[config.mk]
export PLATFORM = sky130hd
export DESIGN_NAME = uart_tx_flat
export DESIGN_NICKNAME = d
export VERILOG_FILES = /design/src/rtl/uart_pkg.sv /design/src/rtl/uart_tx_if.sv /design/src/rtl/uart_baud_gen.sv /design/src/rtl/uart_tx.sv /design/src/flat_wrapper.sv
export SDC_FILE = /design/constraint.sdc
export NUM_CORES = 1
export LEC_CHECK = 0
export ABC_AREA = 1
export ABC_CLOCK_PERIOD_IN_PS = 2200
export CAP_MARGIN = 10
export CORE_MARGIN = 10
export CORE_UTILIZATION = 35
export CTS_BUF_LIST = sky130_fd_sc_hd__clkbuf_4 sky130_fd_sc_hd__clkbuf_8
export CTS_CLUSTER_SIZE = 8
export DETAILED_ROUTE_END_ITERATION = 12
export PLACE_DENSITY = 0.65
export SLEW_MARGIN = 25
export SYNTH_ARGS = -nofsm -noshare
export SYNTH_HDL_FRONTEND = slang
export SYNTH_SLANG_ARGS = --single-unit
[constraint.sdc]
create_clock -name clk -period 2.2 [get_ports clk]
set_input_delay 0.44 -clock clk [delete_from_list [all_inputs] [get_ports clk]]
set_output_delay 0.44 -clock clk [all_outputs]
set_load 0.01 [all_outputs]
[src/rtl/uart_pkg.sv]
// Shared UART types and default sizing, used by uart_tx and uart_baud_gen.
package uart_pkg;

    localparam int unsigned UART_DBIT    = 8;
    localparam int unsigned UART_OS_TICK = 16;
    localparam int unsigned UART_DVSR_W  = 11;

    // PARITY keeps its code in every build so state encodings never shift
    typedef enum logic [2:0] {
        IDLE   = 3'd0,
        START  = 3'd1,
        DATA   = 3'd2,
        PARITY = 3'd3,
        STOP   = 3'd4
    } uart_tx_state_t;

endpackage

[src/rtl/uart_tx_if.sv]
// Register-file side of the UART transmitter: frame request, payload, divisor and status.
interface uart_tx_if #(
    parameter int unsigned DBIT   = uart_pkg::UART_DBIT,
    parameter int unsigned DVSR_W = uart_pkg::UART_DVSR_W
) ();

    logic [DVSR_W-1:0] dvsr;
    logic [DBIT-1:0]   data_in;
    logic              tx_start;
    logic              tx;
    logic              tx_busy;
    logic              tx_done;

    modport master (
        output dvsr, data_in, tx_start,
        input  tx, tx_busy, tx_done
    );

    modport slave (
        input  dvsr, data_in, tx_start,
        output tx, tx_busy, tx_done
    );

endinterface

[src/rtl/uart_baud_gen.sv]
// Baud tick generator: free-running 0..dvsr counter, one-cycle tick on wrap.
module uart_baud_gen
    import uart_pkg::*;
#(
    parameter int unsigned DVSR_W = UART_DVSR_W
) (
    input  logic              clk,
    input  logic              rst_n,
    input  logic [DVSR_W-1:0] dvsr_i,
    input  logic              clear_i,
    output logic              tick_c_o
);

    logic [DVSR_W-1:0] cnt_q, cnt_d;

    always_comb begin
        cnt_d = cnt_q;
        if (clear_i || (cnt_q == dvsr_i)) begin
            cnt_d = '0;
        end else begin
            cnt_d = cnt_q + DVSR_W'(1);
        end
    end

    always_ff @(posedge clk or negedge rst_n) begin
        if (!rst_n) begin
            cnt_q <= '0;
        end else begin
            cnt_q <= cnt_d;
        end
    end

    assign tick_c_o = ~clear_i & (cnt_q == dvsr_i);

endmodule

[src/rtl/uart_tx.sv]
// UART transmitter, 8N1 by default; define UART_TX_PARITY_EN for an even-parity bit (8E1).
module uart_tx
    import uart_pkg::*;
#(
    parameter int unsigned DBIT    = UART_DBIT,
    parameter int unsigned OS_TICK = UART_OS_TICK,
    parameter int unsigned DVSR_W  = UART_DVSR_W
) (
    input logic      clk,
    input logic      rst_n,
    uart_tx_if.slave bus
);

    localparam int unsigned TICK_W = (OS_TICK > 1) ? $clog2(OS_TICK) : 1;
    localparam int unsigned BIT_W  = (DBIT > 1) ? $clog2(DBIT) : 1;

    uart_tx_state_t    state_q, state_d;
    logic              start_q;
    logic [TICK_W-1:0] tick_cnt_q, tick_cnt_d;
    logic [BIT_W-1:0]  bit_cnt_q, bit_cnt_d;
    logic [DBIT-1:0]   shift_q, shift_d;
    logic [DVSR_W-1:0] dvsr_q, dvsr_d;
    logic              tx_q, tx_d;
    logic              busy_q, busy_d;
    logic              done_q, done_d;
`ifdef UART_TX_PARITY_EN
    logic              parity_q, parity_d;
`endif

    logic req_c;
    logic tick_c;
    logic bit_end_c;
    logic clear_c;

    // Only a rising edge of the level-type start register counts as a request
    assign req_c     = bus.tx_start & ~start_q;
    assign bit_end_c = tick_c & (tick_cnt_q == TICK_W'(OS_TICK - 1));

    uart_baud_gen #(
        .DVSR_W (DVSR_W)
    ) u_baud_gen (
        .clk      (clk),
        .rst_n    (rst_n),
        .dvsr_i   (dvsr_q),
        .clear_i  (clear_c),
        .tick_c_o (tick_c)
    );

    always_comb begin
        state_d    = state_q;
        tick_cnt_d = tick_cnt_q;
        bit_cnt_d  = bit_cnt_q;
        shift_d    = shift_q;
        dvsr_d     = dvsr_q;
        busy_d     = busy_q;
        done_d     = 1'b0;
        clear_c    = 1'b0;
        tx_d       = 1'b1;
`ifdef UART_TX_PARITY_EN
        parity_d   = parity_q;
`endif

        if ((state_q != IDLE) && tick_c) begin
            tick_cnt_d = bit_end_c ? '0 : tick_cnt_q + TICK_W'(1);
        end

        // tx_d follows the current state, so the line lags the FSM by one clock
        case (state_q)
            IDLE: begin
                if (req_c) begin
                    state_d    = START;
                    shift_d    = DBIT'(bus.data_in);
                    dvsr_d     = DVSR_W'(bus.dvsr);
                    tick_cnt_d = '0;
                    bit_cnt_d  = '0;
                    busy_d     = 1'b1;
                    clear_c    = 1'b1;
`ifdef UART_TX_PARITY_EN
                    parity_d   = ^bus.data_in;
`endif
                end
            end
            START: begin
                tx_d = 1'b0;
                if (bit_end_c) begin
                    state_d = DATA;
                end
            end
            DATA: begin
                tx_d = shift_q[0];
                if (bit_end_c) begin
                    shift_d = shift_q >> 1;
                    if (bit_cnt_q == BIT_W'(DBIT - 1)) begin
                        bit_cnt_d = '0;
`ifdef UART_TX_PARITY_EN
                        state_d   = PARITY;
`else
                        state_d   = STOP;
`endif
                    end else begin
                        bit_cnt_d = bit_cnt_q + BIT_W'(1);
                    end
                end
            end
`ifdef UART_TX_PARITY_EN
            PARITY: begin
                tx_d = parity_q;
                if (bit_end_c) begin
                    state_d = STOP;
                end
            end
`endif
            STOP: begin
                tx_d = 1'b1;
                if (bit_end_c) begin
                    state_d = IDLE;
                    busy_d  = 1'b0;
                    done_d  = 1'b1;
                end
            end
            default: begin
                state_d = IDLE;
                busy_d  = 1'b0;
            end
        endcase
    end

    always_ff @(posedge clk or negedge rst_n) begin
        if (!rst_n) begin
            state_q    <= IDLE;
            start_q    <= 1'b0;
            tick_cnt_q <= '0;
            bit_cnt_q  <= '0;
            shift_q    <= '0;
            dvsr_q     <= '0;
            tx_q       <= 1'b1;
            busy_q     <= 1'b0;
            done_q     <= 1'b0;
`ifdef UART_TX_PARITY_EN
            parity_q   <= 1'b0;
`endif
        end else begin
            state_q    <= state_d;
            start_q    <= bus.tx_start;
            tick_cnt_q <= tick_cnt_d;
            bit_cnt_q  <= bit_cnt_d;
            shift_q    <= shift_d;
            dvsr_q     <= dvsr_d;
            tx_q       <= tx_d;
            busy_q     <= busy_d;
            done_q     <= done_d;
`ifdef UART_TX_PARITY_EN
            parity_q   <= parity_d;
`endif
        end
    end

    assign bus.tx      = tx_q;
    assign bus.tx_busy = busy_q;
    assign bus.tx_done = done_q;

endmodule
[src/flat_wrapper.sv]
// flat-port wrapper written by rule: the top's interface ports become plain ports
module uart_tx_flat import uart_pkg::*;
#(
    parameter int unsigned DBIT    = UART_DBIT,
    parameter int unsigned OS_TICK = UART_OS_TICK,
    parameter int unsigned DVSR_W  = UART_DVSR_W
)
  (clk, rst_n, bus_dvsr, bus_data_in, bus_tx_start, bus_tx, bus_tx_busy, bus_tx_done);
  uart_tx_if #(.DBIT(DBIT), .DVSR_W(DVSR_W)) bus_i ();
  input logic clk;
  input logic rst_n;
  input wire logic [$bits(bus_i.dvsr)-1:0] bus_dvsr;
  input wire logic [$bits(bus_i.data_in)-1:0] bus_data_in;
  input wire logic [$bits(bus_i.tx_start)-1:0] bus_tx_start;
  output wire logic [$bits(bus_i.tx)-1:0] bus_tx;
  output wire logic [$bits(bus_i.tx_busy)-1:0] bus_tx_busy;
  output wire logic [$bits(bus_i.tx_done)-1:0] bus_tx_done;
  assign bus_i.dvsr = bus_dvsr;
  assign bus_i.data_in = bus_data_in;
  assign bus_i.tx_start = bus_tx_start;
  assign bus_tx = bus_i.tx;
  assign bus_tx_busy = bus_i.tx_busy;
  assign bus_tx_done = bus_i.tx_done;
  uart_tx #(.DBIT(DBIT), .OS_TICK(OS_TICK), .DVSR_W(DVSR_W)) u_core (.clk(clk), .rst_n(rst_n), .bus(bus_i));
endmodule
==> flow_summary.yaml, run 1 <==
cts:
  cts.sinks: 44
  postCtsSetupBuffers: 0
  cts_tree: "yes"
  htree_levels: 2
  clkTransAtPathRegs_ps: 90
  numCtsBuffers: 5
  clock_tree.root_cell: "clkbuf_8"
  clock_path_buffers: 2
  clock_latency_ps: 300
sta:
  finClkSkew_ps: 12.2
  grt_setup_unrepaired: "no"
  maxSlewHeadroom_pct: 75.1
  finalSetupTns_ps: 0
  final.period_utilization_pct: 81.7
  finalMaxSlewViolations: 0
  fin_crit_ps: 1800
  worst_slew_pin_slew_ps: 372
  setup_viol: 0
  hold_viol: 0
  clock.fmax_mhz: 556
setup_path:
  worstReg2RegStart: "u_core.u_baud_gen.cnt_q[7]"
  slowest_stage: "clkdlybuf4s50_1"
  critical_path_required_ps: 1760
  reg2regPathDepth: 8
  worstSetupStartpoint: "u_core.bus.tx"
  cp_slowest_stage_delay_ps: 540
  critical_path_arrival_ps: 1360
  path_depth: 1
  path_cells: "clkdlybuf4s50_1"
  worst_setup_path_start_kind: "flip-flop"
  path_buf_inv: 1
  crit_type: "reg2out"
  crit_fanout: 1
  worst_path_dominant_cell_family: "buffers and inverters"
  worst_setup_path_end_kind: "output pin"
pwr:
  power.total_w: 0.00314
  swShare_pct: 38.7
  leakagePower_nw: 1.34
  pwr-share-seq_pct: 41.1
  comb_power_share_pct: 38.2
  ir_worst_vdd_v: 0.000386
  clkPwrFrac_pct: 20.7
  switchingPower_w: 0.00121
  powerDensity_nw_per_um2: 1170
  internal_power_w: 0.00192
grt:
  grt_pass1_wl_mm: 8.20
  grt-ovfl-total: 0
  grt_start_max_net_pins: 45
  grt_antenna_before_repair: 0
  grt_pass1_vias: 1827
  grt_usage_pct: 9.89
finish:
  final_common_cell: "nand2_1"
  synthToLayoutAreaGrowth_pct: 21.1
  drive_gt1_share_pct: 7.28
  multiInputGateArea_um2: 962
  final_cell_mix: "127 x nand2_1, 43 x dfrtp_1, 29 x inv_1"
  fillers: 613
  final_nets: 341
  regArea_um2: 1100
  antennaDiodeCount: 0
placed_design:
  dp_hpwl_mm: 3.24
  io_buffers: 24
  place_congestion: 0.859
floorplanning:
  die_width_um: 99.4
  core-area_um2: 6030
  placementRows: 28
  io_pins: 25
  initial_utilization_pct: 36.6
  die-area_um2: 9870
  die_y_um: 99.4
run:
  cap_violations: 0
routing:
  firstDrtPassIters: 4
  avgRoutedWirePerCell_um: 11.4
  drt-initial-drc-count: 112
  drt_wl_total_mm: 4.46
  drc: 0
  postRouteAntennaNets: 0
  vias: 1740
  viasPerCell: 4.45
logic_synthesis:
  yosysWarningCount: 0
  seq_area_frac_synth_pct: 50.0
  synthSimpleGateAreaFrac_pct: 32.6
  ys_ff_latch: 44
  synth_area_per_cell_um2: 7.71
  synth-xor-area-share_pct: 2.38
  synth_compound_area_share_pct: 6.19
  synthAdderAreaFrac_pct: 2.27
  synth_top_family_by_area: "simple AND/OR/NAND/NOR gates"
  synth_nets: 312
  ys_types: 22
  synth_mux_area_share_pct: 0
  syn_inst: 286
  syn_area_um2: 2200
worst_hold_path:
  hold_class: "in2async"
status:
  status: "complete, no violations"
## worst paths after layout
kind,to,slack (ps)
setup / recovery,bus_tx,400
hold / removal,u_core.dvsr_q[3],100
setup reg to reg,u_core.bit_cnt_q[1],410
hold reg to reg,u_core.shift_q[3],480
max in group asynchronous,u_core.bus.tx,1820
min in group clk,u_core.shift_q[3],480
## final cells by class
type / count / area share [%]
clock inverter: 2 / 1.45
clock buffer: 6 / 3.09
inverter: 30 / 4.22
timing repair buffer: 28 / 10.4
multi-input combinational: 206 / 36.0
sequential: 44 / 41.3
tap: 75 / 3.51
## stage by stage
step / util (%) / cells / setup WS [ps] / cell area (um2) / hold slack [ps]
floorplan: - / 286 / 645 / 2200 / 144
global placement: 42.2 / 383 / 171 / 2540 / 438
detailed placement: 42.2 / 383 / 133 / 2540 / 437
CTS: 44.2 / 391 / 364 / 2670 / 108
global route: 44.3 / 391 / 204 / 2670 / 110
finish: 44.3 / 391 / 403 / 2670 / 99.1
## registers in the layout (all words and copies together), names as in the netlist
register / flops
u_core.start_q: 1
u_core.bus.tx: 1
u_core.bus.tx_busy: 1
u_core.state_q: 3
u_core.tick_cnt_q: 4
u_core.bit_cnt_q: 3
u_core.u_baud_gen.cnt_q: 11
u_core.shift_q: 8
u_core.dvsr_q: 11
u_core.bus.tx_done: 1
## routing by layer
layer | track usage, % | vias to the layer above | routed length [um]
met1 | 12.5 | 772 | 2280
met4 | 3.97 | 0 | 68
met3 | 2.84 | 4 | 161
met5 | 0 | - | 0
li1 | - | 941 | -
met2 | 15.4 | 23 | 1950
## synth_stat cells
cell,instances,share of area [%]
nand3_1,9,2.0
xnor2_1,6,2.4
nand2_2,1,0.28
o21ai_0,14,3.2
nor2_4,2,1.0
a31oi_1,2,0.57
nor2_1,18,3.1
a21oi_1,7,1.6
nand3_4,1,0.79
dfstp_2,1,1.2
clkbuf_1,3,0.51
nor2_2,2,0.57
inv_1,29,4.9
ha_1,4,2.3
nand2_1,127,22
dfrtp_1,43,49
buf_2,2,0.45
inv_2,1,0.17
nor3b_1,4,1.4
buf_6,1,0.51
a21boi_4,1,0.85
nor3_1,8,1.8
## power groups by stage
stage	Clock [W]	Combinational [W]	Sequential (W)
after floorplan	0	0.000932	0.00126
after global placement	0	0.00118	0.00130
after detailed placement	0	0.00121	0.00130
after CTS	0.000671	0.00121	0.00129
after global routing	0.000709	0.00141	0.00133
final	0.000650	0.00120	0.00129
## kinds of logic after synthesis
kind of cell,Yosys count
buffers and inverters,36
and+or+nand+nor,172
DFF,44
AOI/OAI and AO/OA,24
xor gates and xnor gates,6
adders and majority gates,4
## what timing repair did
action / in CTS / in global routing
resized for setup: 0 / 1
endpoints found under the setup margin: 0 / 1
hold buffers: 0 / 0
Note: power is estimated with default switching activity, not from simulation.
==> inputs of run 2 (changes only) <==
ABC_CLOCK_PERIOD_IN_PS = 1700   (was 2200)
clock period = 1.7 ns   (was 2.2 ns; I/O delays follow)
==> run 2 against run 1 <==
- final area grew 9.2%
- first-iteration DRC count down 8.9%
- die area is the same
- sequential share of layout area shrank 3.5 points
- global-route usage shrank 0.18 points
- hold slack gained 380 ps
- register-to-register slack got worse by 400 ps
- core utilization rose by 4.1 points
- clock skew grew 1.4 ps
- non-clock buffer count up 23
- sequential cell count unchanged
==> flow_summary.yaml, run 2 (synthesis results as in run 1) <==
status:
  status: "complete, no violations"
routing:
  avgRoutedWirePerCell_um: 11.2
  drt_wl_total_mm: 4.63
  drc: 0
  viasPerCell: 4.57
  drt-initial-drc-count: 102
  vias: 1891
  firstDrtPassIters: 4
  postRouteAntennaNets: 0
setup_path:
  critical_path_required_ps: 1900
  worst_setup_path_end_kind: "flip-flop"
  crit_fanout: 3
  worst_setup_path_start_kind: "flip-flop"
  reg2regPathDepth: 10
  crit_type: "reg2reg"
  critical_path_arrival_ps: 1890
  r2r-end: "u_core.u_baud_gen.cnt_q[10]"
  reg2reg_slack_ps: 10
  worstReg2RegStart: "u_core.u_baud_gen.cnt_q[1]"
sta:
  maxSlewHeadroom_pct: 82.6
  final.period_utilization_pct: 99.4
  finClkSkew_ps: 13.6
  fin_hold_ws_ps: 475
  worst_slew_pin_slew_ps: 258
  fin_crit_ps: 1690
  setup_viol: 0
  finalSetupTns_ps: 0
  clock.fmax_mhz: 592
  hold_viol: 0
  grt_setup_unrepaired: "yes"
  finalMaxSlewViolations: 0
finish:
  final_nets: 364
  final_common_cell: "nand2_1"
  antennaDiodeCount: 0
  fillers: 573
  final_cell_area_um2: 2920
  reg.largest.list: "u_core.dvsr_q: 11 flops, u_core.u_baud_gen.cnt_q: 11 flops, u_core.shift_q: 8 flops"
  final_cell_mix: "120 x nand2_1, 43 x dfrtp_1, 24 x inv_1"
  drive_gt1_share_pct: 20.1
  instances_no_fill: 414
  finish.utilization_pct: 48.4
  synthToLayoutAreaGrowth_pct: 32.2
cts:
  numCtsBuffers: 5
  htree_levels: 2
  clock_tree.root_cell: "clkbuf_8"
  clock_latency_ps: 300
  clkTransAtPathRegs_ps: 90
  cts_tree: "yes"
  clock_path_buffers: 2
  cts.sinks: 44
placed_design:
  dp_hpwl_mm: 3.29
  io_buffers: 24
  dp_cells: 400
  place_congestion: 0.835
  placed_area_um2: 2680
worst_hold_path:
  hold_start: "u_core.shift_q[1]"
  hold_class: "reg2reg"
  hold_depth: 2
  hold_end: "u_core.shift_q[1]"
grt:
  grt_antenna_before_repair: 0
  grt_pass1_wl_mm: 8.07
  grt-ovfl-total: 0
  grt_start_max_net_pins: 45
  grt_pass1_vias: 1800
  grt_usage_pct: 9.72
pwr:
  powerDensity_nw_per_um2: 1470
  ir_worst_vdd_v: 0.000632
  leakagePower_nw: 1.45
floorplanning:
  initial_utilization_pct: 36.6
  placementRows: 28
  io_pins: 25
  die-area_um2: 9870
  die_y_um: 99.4
  core-area_um2: 6030
  die_width_um: 99.4
run:
  cap_violations: 0
==> run 2: changes by cell type in the layout (fill, tap and decap cells not counted), sizes merged <==
cell / change
dlygate4sd3: +1
bufinv: -1
clkbuf: +1
buf: +22
clkinv: -1
dlygate4sd2: +1
clkdlybuf4s50: -1
clkinvlp: +1
==> run 2: how the worst max path moves through the flow <==
| stage | from | end | slack [ps] | cells past startpoint |
|---|---|---|---|---|
| after floorplan | u_core.u_baud_gen.cnt_q[0] | u_core.u_baud_gen.cnt_q[10] | 150 | 10 |
| after global placement | bus_tx_start | u_core.shift_q[2] | -150 | 9 |
| after detailed placement | bus_tx_start | u_core.shift_q[6] | -210 | 9 |
| after CTS | u_core.u_baud_gen.cnt_q[3] | u_core.shift_q[6] | 2 | 11 |
| after global routing | u_core.u_baud_gen.cnt_q[0] | u_core.u_baud_gen.cnt_q[10] | -110 | 10 |
| final | u_core.u_baud_gen.cnt_q[1] | u_core.u_baud_gen.cnt_q[10] | 10 | 10 |
==> run 2: timing repair <==
item | 4_1_cts | 5_1_grt
hold endpoints to repair | 12 | 0
hold buffers | 1 | 0
setup endpoints to repair | 2 | 26
pin swaps | 0 | 6
resized for setup | 2 | 30
setup buffers | 0 | 5
==> run 2: area by class of cell <==
cell class	count	area (um2)	area share [%]
clock inverter	1	7.51	0.258
timing repair buffer	51	468	16.1
multi-input combinational	206	1040	35.7
tap	75	93.8	3.22
clock buffer	7	90.1	3.09
sequential	44	1100	37.8
inverter	30	113	3.86
==> run 2: worst max-delay path, stage by stage (launching register included) <==
cell     delay (ps)
dfrtp_1         420
ha_2            210
nand2_2          80
nor2_4          130
nand2_2          60
nor3_2          190
nand2_1          80
nor2_2          150
nand2_2          80
nor2_1          120
nor3b_2          50
==> run 2: per-stage QoR <==
step           setup slack, ps  power (W)
6_report                  9.73    0.00429
5_1_grt                   -105    0.00469
4_1_cts                   2.26    0.00414
3_5_place_dp              -207    0.00343
3_3_place_gp              -149    0.00339
2_1_floorplan              145    0.00284
==> run 2: power by group <==
group / internal (W) / leakage (nW) / switching, W
sequential: 0.00142 / 0.566 / 0.000249
clock: 0.000346 / 0.0479 / 0.000351
combinational: 0.000828 / 0.841 / 0.00110
==> run 2: metal layers <==
metal | share of wire [%] | track usage [%]
met4 | 1.9 | 4.63
met2 | 45 | 14.9
met1 | 48 | 12.3
met3 | 4.7 | 2.63
met5 | 0 | 0
==> inputs of run 3 (changes only) <==
GPL_ROUTABILITY_DRIVEN = 0   (was default)
==> results of run 3 <==
Final layout, timing and power as in run 2 (identical DEF).
